File: config.mk
export PLATFORM = sky130hd
export DESIGN_NAME = inst_loader
export DESIGN_NICKNAME = d
export VERILOG_FILES = /design/src/rtl/inst_loader.sv
export SDC_FILE = /design/constraint.sdc
export NUM_CORES = 1
export LEC_CHECK = 0
export CAP_MARGIN = 20
export CORE_MARGIN = 2
export CORE_UTILIZATION = 25
export DETAILED_ROUTE_END_ITERATION = 7
export GPL_ROUTABILITY_DRIVEN = 0
export GPL_TIMING_DRIVEN = 0
export PLACE_DENSITY_LB_ADDON = 0.15
export SETUP_SLACK_MARGIN = 0.5
export SYNTH_ARGS = -nofsm -noshare
export SYNTH_HDL_FRONTEND = slang
export SYNTH_SLANG_ARGS = --single-unit
File: constraint.sdc
create_clock -name clk -period 3.41 [get_ports clk]
set_clock_uncertainty 0.05 [all_clocks]
set_input_delay 0.682 -clock clk [delete_from_list [all_inputs] [get_ports clk]]
set_output_delay 0.682 -clock clk [all_outputs]
set_load 0.01 [all_outputs]
File: src/rtl/inst_loader.sv
`default_nettype none
// +----------------------------------------------------------------------+
// | inst_loader: frames a byte stream into instruction-RAM word writes,  |
// | verifies an XOR checksum and holds the CPU until the image is valid. |
// | Rev 1.0                                                              |
// +----------------------------------------------------------------------+
module inst_loader #(
  parameter int A = 10,
  parameter int W = 9
) (
  input  logic         clk,
  input  logic         rst_n,
  input  logic         start,
  input  logic [7:0]   in_data,
  input  logic         in_valid,
  output logic         in_ready,
  output logic         wr_en,
  output logic [A-1:0] wr_addr,
  output logic [W-1:0] wr_data,
  output logic         busy,
  output logic         done,
  output logic         error,
  output logic         cpu_hold
);

  typedef enum logic [2:0] {
    S_IDLE, S_LEN_LO, S_LEN_HI, S_DATA_LO, S_DATA_HI, S_CHK, S_DONE, S_ERR
  } state_t;

  localparam logic [16:0] C_WORDS = 17'(2**A);

  state_t         r_state;
  state_t         w_state_nxt;
  logic           r_in_ready, r_wr_en, r_busy, r_done, r_error, r_cpu_hold;
  logic [A-1:0]   r_wr_addr;
  logic [W-1:0]   r_wr_data;
  logic [7:0]     r_len_lo;
  logic [15:0]    r_len;
  logic [7:0]     r_lo;
  logic [7:0]     r_acc;
  logic [A-1:0]   r_idx;
  logic           w_xfer;
  logic           w_idle_like;
  logic           w_reading;
  logic [15:0]    w_len_full;
  logic [A:0]     w_idx_inc;
  logic           w_last;

  assign w_xfer      = in_valid && r_in_ready;
  assign w_idle_like = (r_state == S_IDLE) || (r_state == S_DONE) || (r_state == S_ERR);
  assign w_len_full  = {in_data, r_len_lo};
  // One extra bit so that a full 2**A-word image terminates correctly.
  assign w_idx_inc   = {1'b0, r_idx} + (A+1)'(1);
  assign w_last      = (16'(w_idx_inc) == r_len);

  always_comb begin
    w_state_nxt = r_state;
    case (r_state)
      S_IDLE, S_DONE, S_ERR: if (start) w_state_nxt = S_LEN_LO;
      S_LEN_LO:  if (w_xfer) w_state_nxt = S_LEN_HI;
      S_LEN_HI: begin
        if (w_xfer) begin
          if ({1'b0, w_len_full} > C_WORDS) w_state_nxt = S_ERR;
          else if (w_len_full == 16'd0)     w_state_nxt = S_CHK;
          else                              w_state_nxt = S_DATA_LO;
        end
      end
      S_DATA_LO: if (w_xfer) w_state_nxt = S_DATA_HI;
      S_DATA_HI: if (w_xfer) w_state_nxt = w_last ? S_CHK : S_DATA_LO;
      S_CHK:     if (w_xfer) w_state_nxt = (in_data == r_acc) ? S_DONE : S_ERR;
      default:   w_state_nxt = S_IDLE;
    endcase
  end

  assign w_reading = (w_state_nxt == S_LEN_LO) || (w_state_nxt == S_LEN_HI) ||
                     (w_state_nxt == S_DATA_LO) || (w_state_nxt == S_DATA_HI) ||
                     (w_state_nxt == S_CHK);

  // Status outputs are registered decodes of the next state.
  always_ff @(posedge clk or negedge rst_n) begin
    if (!rst_n) begin
      r_state    <= S_IDLE;
      r_in_ready <= 1'b0;
      r_busy     <= 1'b0;
      r_done     <= 1'b0;
      r_error    <= 1'b0;
      r_cpu_hold <= 1'b1;
    end else begin
      r_state    <= w_state_nxt;
      r_in_ready <= w_reading;
      r_busy     <= w_reading;
      r_done     <= (w_state_nxt == S_DONE);
      r_error    <= (w_state_nxt == S_ERR);
      r_cpu_hold <= (w_state_nxt != S_DONE);
    end
  end

  always_ff @(posedge clk or negedge rst_n) begin
    if (!rst_n) begin
      r_wr_en   <= 1'b0;
      r_wr_addr <= '0;
      r_wr_data <= '0;
      r_len_lo  <= 8'd0;
      r_len     <= 16'd0;
      r_lo      <= 8'd0;
      r_acc     <= 8'd0;
      r_idx     <= '0;
    end else begin
      r_wr_en <= 1'b0;
      if (w_idle_like && start) r_acc <= 8'd0;
      if (w_xfer) begin
        if (r_state != S_CHK) r_acc <= r_acc ^ in_data;
        case (r_state)
          S_LEN_LO:  r_len_lo <= in_data;
          S_LEN_HI: begin
            r_len <= w_len_full;
            r_idx <= '0;
          end
          S_DATA_LO: r_lo <= in_data;
          S_DATA_HI: begin
            r_wr_en   <= 1'b1;
            r_wr_addr <= r_idx;
            r_wr_data <= {in_data[W-9:0], r_lo};
            r_idx     <= w_idx_inc[A-1:0];
          end
          default: ;
        endcase
      end
    end
  end

  assign in_ready = r_in_ready;
  assign wr_en    = r_wr_en;
  assign wr_addr  = r_wr_addr;
  assign wr_data  = r_wr_data;
  assign busy     = r_busy;
  assign done     = r_done;
  assign error    = r_error;
  assign cpu_hold = r_cpu_hold;

endmodule
`default_nettype wire

==> results.cfg, run 1 <==
[clock_tree]
numClockSinks = 77
cts.clk_slew.worst_paths_ns = 0.06
cts_tree = yes
clock_path_buffers = 2
root_buffer = clkbuf_16
holdBufCountCts = 0
cts_buffers = 9
cts-htree-levels = 3
worstSkewPairLatency_ns = 0.34

[final_layout]
final_util = 0.321
areaGrowthSynthToFinish_pct = 25.4
fin_nets = 432
final_cell_count_no_fill = 608
drive_above_1_share = 0.179
n_antenna_cell = 0

[routing]
routedWlPerCell_um = 15.1
drc = 0
via_per_inst = 4.76
firstDrtPassIters = 4
postRouteAntennaNets = 0
drt_iter0_drc = 181
num_vias = 2897
drt-total-wl_um = 9190

[worst_setup_path]
required_ns = 3.62
slowest_stage = or4_1
cp_max_fo = 7
worstSetupStartpointType = primary input
path_delay_family = simple AND/OR/NAND/NOR gates
critPathCaptureType = flip-flop
rr_endpoint = error
crit_chain = dlygate4sd2_1, or4_1, or3_1, o311a_1, or3_1, a21o_1, o211a_1, a211oi_2
arrival_ns = 3.04
worstRegToRegCells = 8
critPathMaxStageDelay_ns = 0.55
r2r_slack_ns = 0.65
path_common_cell = or3_1
r2r-start = r_idx[1]
crit_type = primary input to flip-flop
crit_buf_inv = 1

[synthesis]
syn_inst = 370
syn_nets = 383
synth_edf_count = 0
synth_cell_types = 53
syn_area_per_cell_sq_um = 10.0
ys_warn_count = 0
async_flop_share = 1.00
synthFlopType = dfrtp_1
syn_area_sq_um = 3720
yosysSeqAreaShare = 0.519
synth-seq-cells = 77

[placement]
io_buffers = 34
place_inst = 589
place_hpwl_um = 6350

[sta]
timing.fmax_mhz = 353
hold_viol_final = 0
whs_ns = 0.138
final-setup-viol-count = 0
final.setup.tns_ns = 0
period_share = 0.830
worst_slew_pin_slew_ns = 0.840
timing.slew.headroom = 0.434
period_needed_ns = 2.83
slew_viol_final = 0
rsz0062_at_grt = yes

[grt]
antenna_found_initial = 0
grt_pass1_vias = 2816
grt_util_all_layers = 0.123
grt_pass1_wl_um = 15200
grt_start_max_net_pins = 67
overflow = 0

[hold_path]
hold_class = primary input to async pin

[die]
die_area_sq_um = 15900
rows = 44
core_sq_um = 14500
die_height_um = 126
start_util = 0.256
ios = 37
die_w_um = 126

[outcome]
status = finished, final reports clean

[flow_run]
drv_cap = 0

[power]
ir_drop_v = 0.000312
p_leak_nw = 2.00
power_density_nw_per_um2 = 796
-- power breakdown --
part	switching [mW]	internal (mW)
clock	0.390	0.573
combinational	0.595	0.651
sequential	0.241	1.26
-- layout make-up --
type | instances | area [sq um]
repair buffers | 38 | 380
clock inverters | 6 | 70.1
well taps | 184 | 230
multi-input cells | 269 | 1700
clock buffers | 10 | 229
inverters | 5 | 18.8
fillers | 1525 | 9880
plain buffers | 19 | 104
flip-flops and latches | 77 | 1930
-- worst reg2reg max path, stage by stage, from the launching register on --
cell and delay, ns:
dfrtp_2 0.44, ha_2 0.29, nand2_1 0.19, or4b_1 0.54, and3_2 0.22, o31ai_2 0.31, a211oi_1 0.18, o211ai_1 0.27
a21boi_0 0.14
-- kinds of logic after synthesis --
logic type,after synthesis,share of synthesized area
and+or+nand+nor,142,0.178
adders and majority gates,1,0.00337
AOI/OAI and AO/OA,78,0.133
DFF,77,0.519
buffers and inverters,24,0.0327
muxes,31,0.0939
xor gates and xnor gates,17,0.0401
-- repair_timing --
action | 4_1_cts | 5_1_grt
endpoints found under the setup margin | 15 | 13
pin swaps | 0 | 1
buffers inserted | 0 | 2
gates resized for setup | 7 | 6
endpoints found under the hold margin | 0 | 0
-- synth_stat cells, types with 2 or more instances --
cell type,number,area share
a21o_1,3,0.0061
a21oi_1,11,0.015
a31oi_1,4,0.0067
and3_1,2,0.0034
and4_1,4,0.0094
buf_2,5,0.0067
buf_4,2,0.0040
clkbuf_1,9,0.0091
dfrtp_1,76,0.51
inv_1,5,0.0051
mux2_2,31,0.094
nand2_1,87,0.088
nand3_1,8,0.011
nand4_1,3,0.0051
nor2_1,10,0.010
nor3_1,6,0.0081
nor4_1,2,0.0034
o21a_1,2,0.0040
o21ai_0,32,0.043
o22ai_1,4,0.0067
o31ai_1,4,0.0081
o41ai_1,4,0.0094
or2b_2,3,0.0071
or3_1,7,0.012
or4_1,3,0.0061
xnor2_1,11,0.026
xor2_1,6,0.014
-- registers in the layout (all words and copies together) (netlist names), 3 cells and up --
signal / flops
r_state: 3
r_idx: 10
r_len: 16
r_len_lo: 8
r_acc: 8
r_lo: 8
wr_addr: 10
wr_data: 9
-- per-stage QoR --
step	worst slack (ns)	power, mW	area [sq um]
after CTS	0.502	3.76	4620
after global routing	0.482	3.99	4660
after floorplan	0.715	2.31	3720
after detailed placement	-0.0645	2.75	4310
after global placement	-1.31	2.72	4290
final	0.581	3.71	4660
-- worst max-delay path by stage --
stage	startpoint	end	depth (start not counted)
global route	r_idx[1]	error	8
CTS	r_idx[1]	error	8
detailed placement	in_data[4]	busy	8
finish	in_data[4]	busy	8
global placement	rst_n	r_state[2]	1
floorplan	in_data[3]	busy	7
-- routing by layer --
layer	vias to the layer above	global-route usage	part of all wire
met1	1419	0.162	0.49
li1	1418	-	-
met4	0	0.0562	0.022
met5	-	0	0
met3	11	0.0340	0.032
met2	49	0.188	0.46
-- placed cells by master, fill, tap and decap left out, drive strengths merged, types with 2 or more instances in the layout --
| cell type | n |
|---|---|
| o41ai | 4 |
| or3 | 7 |
| nand3 | 8 |
| xor2 | 6 |
| a31oi | 4 |
| dfrtp | 76 |
| and4 | 4 |
| clkbuf | 21 |
| xnor2 | 11 |
| clkdlybuf4s50 | 29 |
| nor3 | 6 |
| nand4 | 3 |
| nand2 | 87 |
| mux2 | 31 |
| a21oi | 11 |
| o31ai | 4 |
| nor4 | 2 |
| inv | 7 |
| o21a | 2 |
| or2b | 3 |
| buf | 13 |
| and3 | 3 |
| or4 | 3 |
| nor2 | 10 |
| clkinv | 3 |
| a21o | 3 |
| dlygate4sd2 | 4 |
| a211oi | 2 |
| o22ai | 4 |
| o21ai | 32 |
| o31a | 2 |
Power figures use the tool's default switching activity.
==> inputs of run 2 (changes only) <==
==> constraint.sdc (replaced) <==
create_clock -name clk -period 2.75 [get_ports clk]
set_clock_uncertainty 0.05 [all_clocks]
set_input_delay 0.55 -clock clk [delete_from_list [all_inputs] [get_ports clk]]
set_output_delay 0.55 -clock clk [all_outputs]
set_load 0.01 [all_outputs]
==> run 2 against run 1 <==
Die area stayed put. Flip-flop and latch count did not move. Combinational power increased by 39%. First-iteration DRC count fell by 1.1%. Design area increased by 6.6%. Clock-buffer cell count down 1. Utilization increased by 2.1 points. Clock power is 29% higher. Hold slack better by 0.27 ns.
==> results.cfg, run 2 (same netlist as run 1, synthesis figures left out) <==
[worst_setup_path]
r2r_slack_ns = 0.31
slowest_stage = or4b_4
worstRegToRegCells = 9
worstSetupStartpointType = flip-flop
arrival_ns = 2.63
critPathMaxStageDelay_ns = 0.51
required_ns = 2.93
r2r-start = r_idx[1]
crit_type = flip-flop to flip-flop
critPathCaptureType = flip-flop
crit_chain = ha_4, nand2_4, or4b_4, and3_4, o31ai_4, a211oi_4, buf_4, nor3_1, a211oi_2
cp_max_fo = 8
rr_endpoint = busy

[final_layout]
n_antenna_cell = 0
fillers = 1490
largest_reg_flops = 16
final_cell_mix = 85 x nand2_1, 73 x dfrtp_1, 31 x mux2_2
top_register = r_len
final_common_cell = nand2_1
fin_nets = 449
areaGrowthSynthToFinish_pct = 33.6
drive_above_1_share = 0.272
final_cell_count_no_fill = 625

[grt]
grt_util_all_layers = 0.128
busiest_layer = met2
antenna_found_initial = 0
grt_start_max_net_pins = 68
met2_usage = 0.202
overflow = 0
grtUsageMet1 = 0.168
grt_pass1_vias = 2964
met3_usage = 0.0340
grt_pass1_wl_um = 15900

[hold_path]
whs_endpoint = r_acc[3]
min_path_cells = 3
hold_class = primary input to flip-flop
hold_start = in_data[3]

[clock_tree]
cts_buffers = 9
cts_tree = yes
cts.clk_slew.worst_paths_ns = 0.06
root_buffer = clkbuf_16
cts-htree-levels = 3
clock_path_buffers = 2
worstSkewPairLatency_ns = 0.35
numClockSinks = 77

[sta]
rsz0062_at_grt = yes
final-setup-viol-count = 0
hold_viol_final = 0
slew_viol_final = 0
period_needed_ns = 2.44
timing.slew.headroom = 0.579
worst_slew_pin_slew_ns = 0.629
timing.fmax_mhz = 410
period_share = 0.888

[die]
die_area_sq_um = 15900
start_util = 0.256
rows = 44
core_sq_um = 14500
die_w_um = 126
die_height_um = 126
ios = 37

[power]
p_leak_nw = 2.15
ir_drop_v = 0.000413
power_density_nw_per_um2 = 977
p_total_mw = 4.85

[routing]
firstDrtPassIters = 4
drt_iter0_drc = 179
routedWlPerCell_um = 15.4
postRouteAntennaNets = 0
via_per_inst = 4.77
num_vias = 2984
drt-total-wl_um = 9600
drc = 0

[placement]
io_buffers = 34
place_inst = 589
place_hpwl_um = 6420

[flow_run]
drv_cap = 0

[outcome]
status = finished, final reports clean
==> run 2: worst max path at each step <==
stage / from / endpoint / slack, ns / depth (start not counted)
after floorplan: in_data[3] / busy / 0.19 / 7
after global placement: rst_n / r_idx[1] / -2.16 / 1
after detailed placement: in_data[4] / error / -0.56 / 8
after CTS: r_idx[3] / done / 0.29 / 8
after global routing: r_idx[3] / done / 0.19 / 8
final: r_idx[1] / busy / 0.31 / 9
==> run 2: repair_timing <==
item / 4_1_cts / 5_1_grt
hold buffers: 1 / 0
gates resized for setup: 55 / 24
setup endpoints to repair: 65 / 33
hold endpoints to repair: 10 / 0
pin swaps: 12 / 11
buffers inserted: 14 / 5
==> run 2: cell type report <==
class / instances / area, sq um / area share
Tap cell: 184 / 230 / 0.0464
Multi-Input combinational cell: 269 / 1820 / 0.366
Inverter: 5 / 18.8 / 0.00378
Clock buffer: 9 / 225 / 0.0454
Clock inverter: 7 / 80.1 / 0.0161
Timing Repair Buffer: 55 / 532 / 0.107
Sequential cell: 77 / 1930 / 0.389
Buffer: 19 / 130 / 0.0262
==> run 2: through the flow <==
step	hold slack (ns)	setup TNS [ns]	worst slack, ns	util	area (sq um)
detailed placement	0.358	-10.23	-0.563	0.299	4340
global placement	0.404	-153.68	-2.16	0.297	4320
finish	0.408	0	0.309	0.342	4970
floorplan	0.204	0	0.187	-	3740
CTS	0.412	0	0.293	0.335	4860
global route	0.429	0	0.186	0.342	4970
==> run 2: critical path, delay by kind of cell (launching register included) <==
family,cells,cell delay (ns)
flip-flops,1,0.42
adder cells (fa/ha/maj),1,0.21
AO/OA/AOI/OAI,3,0.54
buffers and inverters,1,0.15
AND/OR/NAND/NOR,4,0.94
==> run 2: power breakdown <==
| group | total, mW | internal (mW) | leakage, nW | switching (mW) |
|---|---|---|---|---|
| Combinational | 1.74 | 0.922 | 1.02 | 0.820 |
| Sequential | 1.87 | 1.56 | 0.979 | 0.313 |
| Clock | 1.24 | 0.717 | 0.149 | 0.521 |
| Total | 4.85 | 3.20 | 2.15 | 1.65 |
==> run 2: metal layers <==
layer / up-vias / share of wire
met5: - / 0
met3: 15 / 0.034
met2: 68 / 0.47
li1: 1450 / -
met1: 1451 / 0.48
met4: 0 / 0.019
==> inputs of run 3 (changes only) <==
--- a/config.mk
+++ b/config.mk
@@ -6,12 +6,13 @@
 export NUM_CORES = 1
 export LEC_CHECK = 0
 export CAP_MARGIN = 20
-export CORE_MARGIN = 2
+export CORE_MARGIN = 5
 export CORE_UTILIZATION = 25
 export DETAILED_ROUTE_END_ITERATION = 7
 export GPL_ROUTABILITY_DRIVEN = 0
 export GPL_TIMING_DRIVEN = 0
 export PLACE_DENSITY_LB_ADDON = 0.15
+export RECOVER_POWER = 100
 export SETUP_SLACK_MARGIN = 0.5
 export SYNTH_ARGS = -nofsm -noshare
 export SYNTH_HDL_FRONTEND = slang
==> run 3 against run 2 <==
Via count is 0.23% lower. Utilization fell by 0.27 points. Design area fell by 0.78%. Critical path depth did not move. Flip-flop and latch count unchanged. Setup slack got worse by 0.0089 ns. Critical endpoint is now done. Final cell count up 0.64%. Fmax is 0.36% lower. Global-route usage decreased by 1.3 points. Die area is 9.8% higher. Clock power is 5% lower. First-iteration DRC count increased by 47%.
==> results.cfg, run 3 (same netlist as run 1, synthesis figures left out) <==
[clock_tree]
worstSkewPairLatency_ns = 0.35
numClockSinks = 77
clock_path_buffers = 2
cts_tree = yes
cts.clk_slew.worst_paths_ns = 0.06
cts-htree-levels = 3
cts_buffers = 9
root_buffer = clkbuf_16

[worst_setup_path]
path_delay_family = compound AO/OA/AOI/OAI gates
cp_max_fo = 6
critPathMaxStageDelay_ns = 0.45
slowest_stage = dfrtp_2
worstRegToRegCells = 9
path_common_cell = and4_1
critPathCaptureType = flip-flop
crit_buf_inv = 1
crit_type = flip-flop to flip-flop
worst-path-stages = 9
crit_chain = ha_4, buf_4, and4_1, a2111oi_0, o31a_2, and4_1, a211oi_2, o211ai_1, a21oi_1
required_ns = 2.91
arrival_ns = 2.61
worstSetupStartpointType = flip-flop

[sta]
worst_slew_pin_slew_ns = 0.894
period_share = 0.891
rsz0062_at_grt = yes
slew_viol_final = 0
hold_viol_final = 0
final-setup-viol-count = 0
timing.fmax_mhz = 408
timing.slew.headroom = 0.404
period_needed_ns = 2.45

[final_layout]
final_common_cell = nand2_1
final_cell_mix = 84 x nand2_1, 73 x dfrtp_1, 31 x mux2_2
final_cell_count_no_fill = 629
n_antenna_cell = 0
design_area_sq_um = 4930
drive_above_1_share = 0.245
largest_reg_flops = 16
top_register = r_len
areaGrowthSynthToFinish_pct = 32.6
fin_nets = 453

[die]
die_w_um = 132
core_sq_um = 14500
die_area_sq_um = 17400
start_util = 0.256
die_height_um = 132
ios = 37
rows = 44

[placement]
place_inst = 590
place_hpwl_um = 6460
placed_cell_area_sq_um = 4350
io_buffers = 34

[hold_path]
hold_class = primary input to async pin

[flow_run]
drv_cap = 0

[grt]
grt_pass1_vias = 3003
grt_pass1_wl_um = 16100
grt_start_max_net_pins = 65
overflow = 0
grt_util_all_layers = 0.116
antenna_found_initial = 0

[power]
p_leak_nw = 2.18
ir_drop_v = 0.000559
power_density_nw_per_um2 = 963

[routing]
drc = 0
postRouteAntennaNets = 0
via_per_inst = 4.73
routedWlPerCell_um = 15.4
drt_iter0_drc = 264
firstDrtPassIters = 4
drt-total-wl_um = 9690
num_vias = 2977

[outcome]
status = finished, final reports clean
-- run 3: worst paths after layout --
check                      startpoint         end  slack [ns]
min in group clk           wr_addr[4]  wr_addr[4]        0.42
max                          r_idx[1]        done        0.30
max reg2reg                  r_idx[1]        done        0.30
min reg2reg                wr_addr[4]  wr_addr[4]        0.42
min                             rst_n  wr_addr[7]        0.26
max in group asynchronous       rst_n    cpu_hold        1.54
-- run 3: report_power, final --
part	total, mW	leakage, nW	internal, mW	switching, mW
clock network	1.18	0.138	0.652	0.525
registers	1.86	0.979	1.56	0.302
logic	1.71	1.06	0.904	0.803
total	4.74	2.18	3.11	1.63
-- run 3: what timing repair did --
item / 4_1_cts / 5_1_grt
hold buffers: 0 / 0
hold endpoints to repair: 0 / 0
resized for setup: 51 / 26
endpoints found under the setup margin: 54 / 42
pin swaps: 10 / 13
buffers inserted: 10 / 13
-- run 3: worst reg2reg max path, cell delays in order, from the launching register on --
cell and delay [ns]:
dfrtp_2 0.45, ha_4 0.21, buf_4 0.14, and4_1 0.15, a2111oi_0 0.36, o31a_2 0.19
and4_1 0.26, a211oi_2 0.12, o211ai_1 0.27, a21oi_1 0.11
-- run 3: routing by layer --
layer  part of all wire  global-route usage  vias up
li1                   -                   -     1453
met1               0.48               0.148     1453
met2               0.48               0.190       60
met3              0.033              0.0286       11
met4              0.015              0.0411        0
met5                  0                   0        -
-- run 3: cell type report --
class / instances / area, sq um
multi-input cells: 269 / 1780
fillers: 1556 / 9610
clock buffers: 10 / 239
plain buffers: 19 / 123
flip-flops and latches: 77 / 1930
repair buffers: 59 / 557
well taps: 184 / 230
inverters: 5 / 18.8
clock inverters: 6 / 52.6
-- run 3: per-stage QoR --
| step | setup WS, ns | TNS, ns | power [mW] | utilization | hold slack [ns] |
|---|---|---|---|---|---|
| finish | 0.300 | 0 | 4.74 | 0.339 | 0.256 |
| global route | 0.148 | 0 | 5.09 | 0.339 | 0.329 |
| CTS | 0.298 | 0 | 4.80 | 0.331 | 0.00444 |
| detailed placement | -0.599 | -10.16 | 3.45 | 0.299 | 0.380 |
| global placement | -2.13 | -151.75 | 3.41 | 0.297 | 0.405 |
| floorplan | 0.187 | 0 | 2.89 | - | 0.204 |
